**src/rtl/saikoro_pkg.sv**
```systemverilog
// Shared definitions for the saikoro dice family: roll-controller state
// encoding and default parameter values used by the RTL and the benches.
package saikoro_pkg;

   typedef enum logic [1:0] {
      IDLE = 2'd0,
      SPIN = 2'd1,
      SLOW = 2'd2,
      DONE = 2'd3
   } roll_state_t;

   localparam int DEF_DEB_CYCLES = 4;
   localparam int DEF_DEB_W      = 8;
   localparam int DEF_GAP_INIT   = 1;
   localparam int DEF_GAP_MAX    = 8;
   localparam int DEF_GAP_W      = 8;

endpackage

```
**src/rtl/saikoro_debounce.sv**
```systemverilog
// Two-flop synchroniser followed by a counting debouncer: the output level
// flips only after DEB_CYCLES consecutive cycles of disagreement.
module saikoro_debounce
   import saikoro_pkg::*;
#(
   parameter int DEB_CYCLES = DEF_DEB_CYCLES,
   parameter int DEB_W      = DEF_DEB_W
) (
   input  logic ck,
   input  logic reset_n,
   input  logic din,
   output logic dout
);

   logic [1:0]       sync_reg;
   logic [DEB_W-1:0] cnt_reg;
   logic             deb_reg;

   always_ff @(posedge ck or negedge reset_n) begin
      if (!reset_n) begin
         sync_reg <= '0;
         cnt_reg  <= '0;
         deb_reg  <= 1'b0;
      end else begin
         sync_reg <= {sync_reg[0], din};
         // any agreeing cycle restarts the stability count
         if (sync_reg[1] == deb_reg) begin
            cnt_reg <= '0;
         end else if (cnt_reg == DEB_W'(DEB_CYCLES - 1)) begin
            deb_reg <= ~deb_reg;
            cnt_reg <= '0;
         end else begin
            cnt_reg <= cnt_reg + 1'b1;
         end
      end
   end

   assign dout = deb_reg;

endmodule

```
**src/rtl/saikoro_roll_ctrl.sv**
```systemverilog
// Roll controller for the saikoro dice: enable follows the debounced button,
// then a doubling-gap pulse train slows the dice before flagging done.
module saikoro_roll_ctrl
   import saikoro_pkg::*;
#(
   parameter int DEB_CYCLES = DEF_DEB_CYCLES,
   parameter int DEB_W      = DEF_DEB_W,
   parameter int GAP_INIT   = DEF_GAP_INIT,
   parameter int GAP_MAX    = DEF_GAP_MAX,
   parameter int GAP_W      = DEF_GAP_W
) (
   input  logic ck,
   input  logic reset_n,
   input  logic btn,
   output logic enable,
   output logic rolling,
   output logic done
);

   localparam logic [GAP_W:0] GAP_MAX_X = (GAP_W + 1)'(GAP_MAX);

   roll_state_t      state_reg, state_next;
   logic [GAP_W-1:0] g_reg, g_next;
   logic [GAP_W-1:0] c_reg, c_next;
   logic [GAP_W:0]   g_dbl;
   logic             deb, deb_q_reg, deb_rise, deb_fall;
   logic             enable_reg, enable_next;
   logic             rolling_reg, rolling_next;
   logic             done_reg, done_next;

   saikoro_debounce #(
      .DEB_CYCLES (DEB_CYCLES),
      .DEB_W      (DEB_W)
   ) u_debounce (
      .ck      (ck),
      .reset_n (reset_n),
      .din     (btn),
      .dout    (deb)
   );

   assign deb_rise = deb & ~deb_q_reg;
   assign deb_fall = ~deb & deb_q_reg;
   assign g_dbl    = {g_reg, 1'b0};

   always_comb begin
      state_next  = state_reg;
      g_next      = g_reg;
      c_next      = c_reg;
      enable_next = 1'b0;
      case (state_reg)
         IDLE: if (deb_rise) state_next = SPIN;
         SPIN: begin
            if (deb_fall) begin
               state_next = SLOW;
               g_next     = GAP_W'(GAP_INIT);
               c_next     = '0;
            end
         end
         SLOW: begin
            // enable_reg high here means a pulse is on the wire this cycle
            if (deb_rise) begin
               state_next = SPIN;
            end else if (enable_reg) begin
               if (g_dbl > GAP_MAX_X) begin
                  state_next = DONE;
               end else begin
                  g_next = g_dbl[GAP_W-1:0];
                  c_next = '0;
               end
            end else if (c_reg == g_reg - 1'b1) begin
               enable_next = 1'b1;
            end else begin
               c_next = c_reg + 1'b1;
            end
         end
         DONE:    state_next = deb_rise ? SPIN : IDLE;
         default: state_next = IDLE;
      endcase
      if (state_next == SPIN) enable_next = 1'b1;
      rolling_next = (state_next == SPIN) || (state_next == SLOW);
      done_next    = (state_next == DONE);
   end

   always_ff @(posedge ck or negedge reset_n) begin
      if (!reset_n) begin
         state_reg   <= IDLE;
         g_reg       <= '0;
         c_reg       <= '0;
         deb_q_reg   <= 1'b0;
         enable_reg  <= 1'b0;
         rolling_reg <= 1'b0;
         done_reg    <= 1'b0;
      end else begin
         state_reg   <= state_next;
         g_reg       <= g_next;
         c_reg       <= c_next;
         deb_q_reg   <= deb;
         enable_reg  <= enable_next;
         rolling_reg <= rolling_next;
         done_reg    <= done_next;
      end
   end

   assign enable  = enable_reg;
   assign rolling = rolling_reg;
   assign done    = done_reg;

endmodule

```
**config.mk**
```make
export PLATFORM = sky130hd
export DESIGN_NAME = saikoro_roll_ctrl
export DESIGN_NICKNAME = d
export VERILOG_FILES = /design/src/rtl/saikoro_pkg.sv /design/src/rtl/saikoro_debounce.sv /design/src/rtl/saikoro_roll_ctrl.sv
export SDC_FILE = /design/constraint.sdc
export NUM_CORES = 1
export LEC_CHECK = 0
export ABC_AREA = 0
export CAP_MARGIN = 20
export CORE_MARGIN = 2
export CORE_UTILIZATION = 45
export CTS_CLUSTER_SIZE = 16
export DETAILED_ROUTE_END_ITERATION = 10
export HOLD_SLACK_MARGIN = 0.05
export PLACE_DENSITY = 0.59
export SLEW_MARGIN = 20
export SYNTH_ARGS = -nofsm -noshare
export SYNTH_HDL_FRONTEND = slang
export SYNTH_SLANG_ARGS = --single-unit
```
**constraint.sdc**
```tcl
create_clock -name ck -period 3.59 [get_ports ck]
set_clock_uncertainty 0.15 [all_clocks]
set_input_delay 0.359 -clock ck [delete_from_list [all_inputs] [get_ports ck]]
set_output_delay 0.359 -clock ck [all_outputs]
set_load 0.01 [all_outputs]
```
# ---- Yosys cells after proc, flatten, opt, wreduce, memory -nomap -nowiden
# Cells that the tools add are included.
dict set report op_classes {
  eq_ne 15
  muxes 25
  n_lt_le_gt_ge 1
  addsub 3
  reduce_logical 6
  bitwise_logic 5
}
# operator n
set ops {}
lappend ops {{$mux 8} 11}
lappend ops {{$pmux 8 s2} 2}
lappend ops {{$add 8x1->8 const B} 2}
lappend ops {{$mux 2} 5}
lappend ops {{$reduce_and 5->1} 2}
lappend ops {{$gt 9x4->1 const B} 1}
lappend ops {{$eq 2x2->1 const B} 4}
lappend ops {{$eq 8x2->1 const B} 1}
lappend ops {{$eq 8x8->1} 1}
lappend ops {{$ne 2x2->1 const B} 4}
lappend ops {{$pmux 2 s4} 1}
lappend ops {{$sub 8x1->8 const B} 1}
lappend ops {{$mux 1} 6}
lappend ops {{$ne 3x3->1 const B} 2}
lappend ops {{$eq 2x1->1 const B} 2}
lappend ops {{$not 1->1} 3}
lappend ops {{$and 1x1->1} 2}
lappend ops {{$logic_not 2->1} 1}
lappend ops {{$reduce_and 2->1} 1}
lappend ops {{$reduce_bool 2->1} 1}
lappend ops {{$eq 1x1->1} 1}
lappend ops {{$logic_or 1x1->1} 1}
dict set report totals {
  output_inout_bits 3
  reg_bits 33
  word_cells 65
  inputBits 3
}

# ---- Depth between registers and ports, before layout
dict set report logic_depth {
  ltp_word 7
  mapped_depth 10
  mapped_depth_nobuf 9
}

# ---- Hierarchy
# From an unflattened synthesis, not the netlist that was laid out.
dict set report unflattened {
  cells_unflattened 174
  hier_area_um2 1771.7
}
# mod cells_per_inst area_per_inst_um2 seq_area_each_um2 n_inst
set by_module_without_submodules {}
lappend by_module_without_submodules {saikoro_roll_ctrl 130 1278.7 550.5 1}
lappend by_module_without_submodules {saikoro_debounce 44 493.0 275.3 1}

# ---- Worst setup path before layout
# No wires, ideal clock.
dict set report synth_path {
  kind {flip-flop to flip-flop}
  from {register g_reg[0]}
  to {register c_reg[0]}
  setup_ns 0.125
  path_slack_ns 1.283
  t_arrival_ns 2.032
  t_required_ns 3.315
  path_stages_with_launch 10
  synth_period_minus_slack_ns 2.307
  path_buffers 1
  cell_sequence {dfrtp_1 -> inv_1 -> ha_1 -> xnor2_1 -> nor4_1 -> o2111ai_2 -> a21oi_2 -> buf_6 -> nor2_4 -> mux2_4}
}
dict set report synth_between {
  elab_chain_len 4
  elab_cells_between_ends 6
  classes_between {1 x add/sub; 1 x order compare; 3 x eq/ne; 1 x reduce/logical}
}
# item line_no
set synth_lines {}
lappend synth_lines {{start: declaration} saikoro_roll_ctrl.sv:23} ;# logic [GAP_W-1:0] g_reg, g_next;
lappend synth_lines {{start signal: assignment} saikoro_roll_ctrl.sv:95} ;# g_reg <= g_next;
lappend synth_lines {{$sub 8x1->8} saikoro_roll_ctrl.sv:70} ;# end else if (c_reg == g_reg - 1'b1) begin
lappend synth_lines {{$eq 8x8->1} saikoro_roll_ctrl.sv:70}
lappend synth_lines {{$ne 3x3->1 (no source line)} --}
lappend synth_lines {{$reduce_and 5->1 (no source line) (*)} --}
lappend synth_lines {{end signal: assignment} saikoro_roll_ctrl.sv:96} ;# c_reg <= c_next;
lappend synth_lines {{end: declaration} saikoro_roll_ctrl.sv:24} ;# logic [GAP_W-1:0] c_reg, c_next;
# Every way passes the cells marked *; elsewhere a longest branch is shown, timed or not.
# A chain may end at the register's enable or synchronous reset.

# ---- Worst setup path after layout
dict set report layout_path {
  from {register g_reg[0]}
  to {register c_reg[1]}
}
# Same word-level chain as after synthesis.

==> impl_metrics.py <==
metrics = {
    "route": {
        "drt_wl_total_um": 3220,
        "vias_per_cell": 5.456,
        "drc_errors": 0,
        "drtPass1Iterations": 4,
        "ant_nets": 0,
        "wl_per_cell_um": 14.12,
        "initialDrtViolationCount": 32,
        "dr_total_vias": 1244,
    },
    "run_status": {
        "status": "finished, final reports clean",
    },
    "logic_synthesis": {
        "post_synth_inst_count": 169,
        "yosys-top-cells-area": "dfrtp_1 (47%), xnor2_1 (4.5%), ha_1 (3.6%)",
        "yosys.area.top_type_share_pct": 47.28,
        "syn_area_per_cell_sq_um": 10.34,
        "ys.flop_type": "dfrtp_1",
        "syn_area_sq_um": 1747,
        "synth_warnings": 0,
        "synth_seq_cells": 33,
        "yosysSeqAreaShare_pct": 47.28,
        "synth_edf_count": 0,
        "ys_types": 46,
        "synthMostInstantiatedCell": "dfrtp_1",
        "synth_nets": 177,
        "async_reset_ff_share_pct": 100.0,
        "synth.largest_area_cell": "dfrtp_1",
        "synthTopCellsByCount": "dfrtp_1 (33), nand2_1 (13), nor2_1 (12), xnor2_1 (9), nor3_1 (8)",
    },
    "setup_path": {
        "critPathCaptureType": "flip-flop",
        "r2r_cells": 8,
        "critPathLaunchType": "flip-flop",
        "crit_required_ns": 3.61,
        "cp.arrival_ns": 2.69,
        "worstPathMaxFanout": 12,
        "rr_endpoint": "c_reg[1]",
        "cpPeakStageDelay_ns": 0.49,
        "crit_chain": "inv_1 > ha_1 > nand2b_1 > o41ai_1 > o2111ai_2 > a21oi_2 > nor2_4 > mux2_4",
        "regToRegSetupSlack_ns": 0.92,
        "timing_worst_setup_path_type": "reg2reg",
        "r2r_start": "g_reg[0]",
        "cp_slowest_cell": "a21oi_2",
    },
    "cts": {
        "hold_buffers": 0,
        "numCtsBuffers": 5,
        "htree_levels": 2,
        "post-cts-setup-buffer-count": 0,
        "cts-root-buf": "clkbuf_8",
        "cts_resized": 0,
        "clkTransAtPathRegs_ns": 0.06,
        "clkSinkCount": 33,
        "cts_tree": "built",
        "clk_path_buf_depth": 2,
        "clock_latency_ns": 0.28,
    },
    "sta": {
        "hold_viol": 0,
        "period_needed_ns": 2.670,
        "tns_ns": 0,
        "worst_pin_slew_ns": 0.5403,
        "relSlewSlack_pct": 63.98,
        "fin_crit_sh_pct": 74.38,
        "rsz0062_at_grt": "false",
        "fmax_mhz": 374.5,
        "setup_viol": 0,
        "drv_slew": 0,
    },
    "grt": {
        "grt_first_pass_wirelength_um": 5568,
        "grt_overflow": 0,
        "grt_pass1_vias": 1242,
        "antenna_found_initial": 0,
        "grt_max_degree": 34,
        "grt_usage_pct": 17.32,
    },
    "hold_path": {
        "hold_path_startpoint": "u_debounce.sync_reg[0]",
        "holdPathStages": 0,
        "hold_end": "u_debounce.sync_reg[1]",
        "min_path_type": "reg2reg",
    },
    "floorplan": {
        "start_util_pct": 47.35,
        "die_h_um": 66.30,
        "die_area_sq_um": 4396,
        "ioPinCount": 6,
        "die_w_um": 66.30,
        "num_rows": 22,
        "core_sq_um": 3689,
    },
    "place": {
        "hpwl_um": 2303,
        "port-buffer-count": 5,
        "dp.cells": 220,
        "gp_congestion": 0.7923,
    },
    "layout": {
        "diodes": 0,
        "stdcell_count": 228,
        "syn2layout_area_growth_pct": 12.03,
        "nFillCells": 351,
        "drive_above_1_share_pct": 10.00,
        "nets": 187,
    },
    "power_and_ir_drop": {
        "ir_drop_mv": 0.4458,
        "total_leakage_power_nw": 0.8765,
        "power_density_nw_per_um2": 680.0,
    },
    "flow_run": {
        "cap_violations": 0,
    },
}
worst max-delay path by stage:
stage	depth (start not counted)	from	slack (ns)	end
global placement	8	g_reg[0]	0.98	c_reg[0]
finish	8	g_reg[0]	0.92	c_reg[1]
detailed placement	8	g_reg[0]	0.93	c_reg[0]
CTS	8	g_reg[0]	0.93	c_reg[1]
global route	8	g_reg[0]	0.73	c_reg[1]
floorplan	9	g_reg[0]	1.28	c_reg[0]
routing by layer:
metal	wire (um)	share of wire (%)	global-route usage, %	vias up
met5	0	0	0	-
met4	64	2.0	8.673	0
met3	102	3.2	5.622	5
met2	1470	46	25.75	13
met1	1582	49	22.51	607
li1	-	-	-	619
worst max-delay path, delay by kind of cell (launching register included):
kind | cells | cell delay (ns)
buf+inv | 1 | 0.11
fa+ha+maj | 1 | 0.26
compound gates | 3 | 1.12
flops | 1 | 0.44
simple gates | 2 | 0.17
mux | 1 | 0.31
placed cells by master (no fill, tap or decap), drive strengths merged, types with 3 or more instances in the layout:
master,n
and3,5
nor2b,3
or2,3
or4,4
nor3,8
nand2b,5
a21oi,5
xnor2,9
nand2,13
clkbuf,7
o21ai,3
mux2,3
xor2,7
nor2,13
o31ai,3
clkdlybuf4s50,5
ha,5
and2,5
inv,7
dfrtp,33
nand3,5
nand4,3
final cells by class:
class / instances / area, sq um / share of cell area, %
repair buffers: 7 / 65.06 / 3.325
flip-flops and latches: 33 / 825.8 / 42.20
clock inverters: 1 / 30.03 / 1.535
well taps: 48 / 60.06 / 3.069
inverters: 7 / 26.28 / 1.343
clock buffers: 7 / 86.33 / 4.412
multi-input cells: 125 / 863.3 / 44.12
where the power goes:
part	switching, mW	internal (mW)	leakage [nW]
registers	0.0715	0.443	0.437
logic	0.266	0.194	0.381
clock network	0.131	0.226	0.0585
stage by stage:
stage	hold slack, ns	instance area [sq um]	power [mW]	setup slack, ns	util, %
final	0.1986	1957	1.331	0.9199	53.05
after global routing	0.2117	1957	1.434	0.7256	53.05
after CTS	0.2001	1957	1.353	0.9276	53.05
after detailed placement	0.1847	1841	0.9823	0.9301	49.90
after global placement	0.1822	1841	0.9757	0.9833	49.90
after floorplan	-0.08659	1747	0.8555	1.283	-
cell families (layout without fill, tap and decap cells):
group	Yosys count	count (layout)	synth area share [%]
mux	4	4	2.937
simple gates	76	76	24.21
xor+xnor	16	16	8.023
flops	33	33	47.28
compound gates	24	24	10.67
buf+inv	11	22	3.295
fa+ha+maj	5	5	3.582
(Power assumes the default switching activity.)
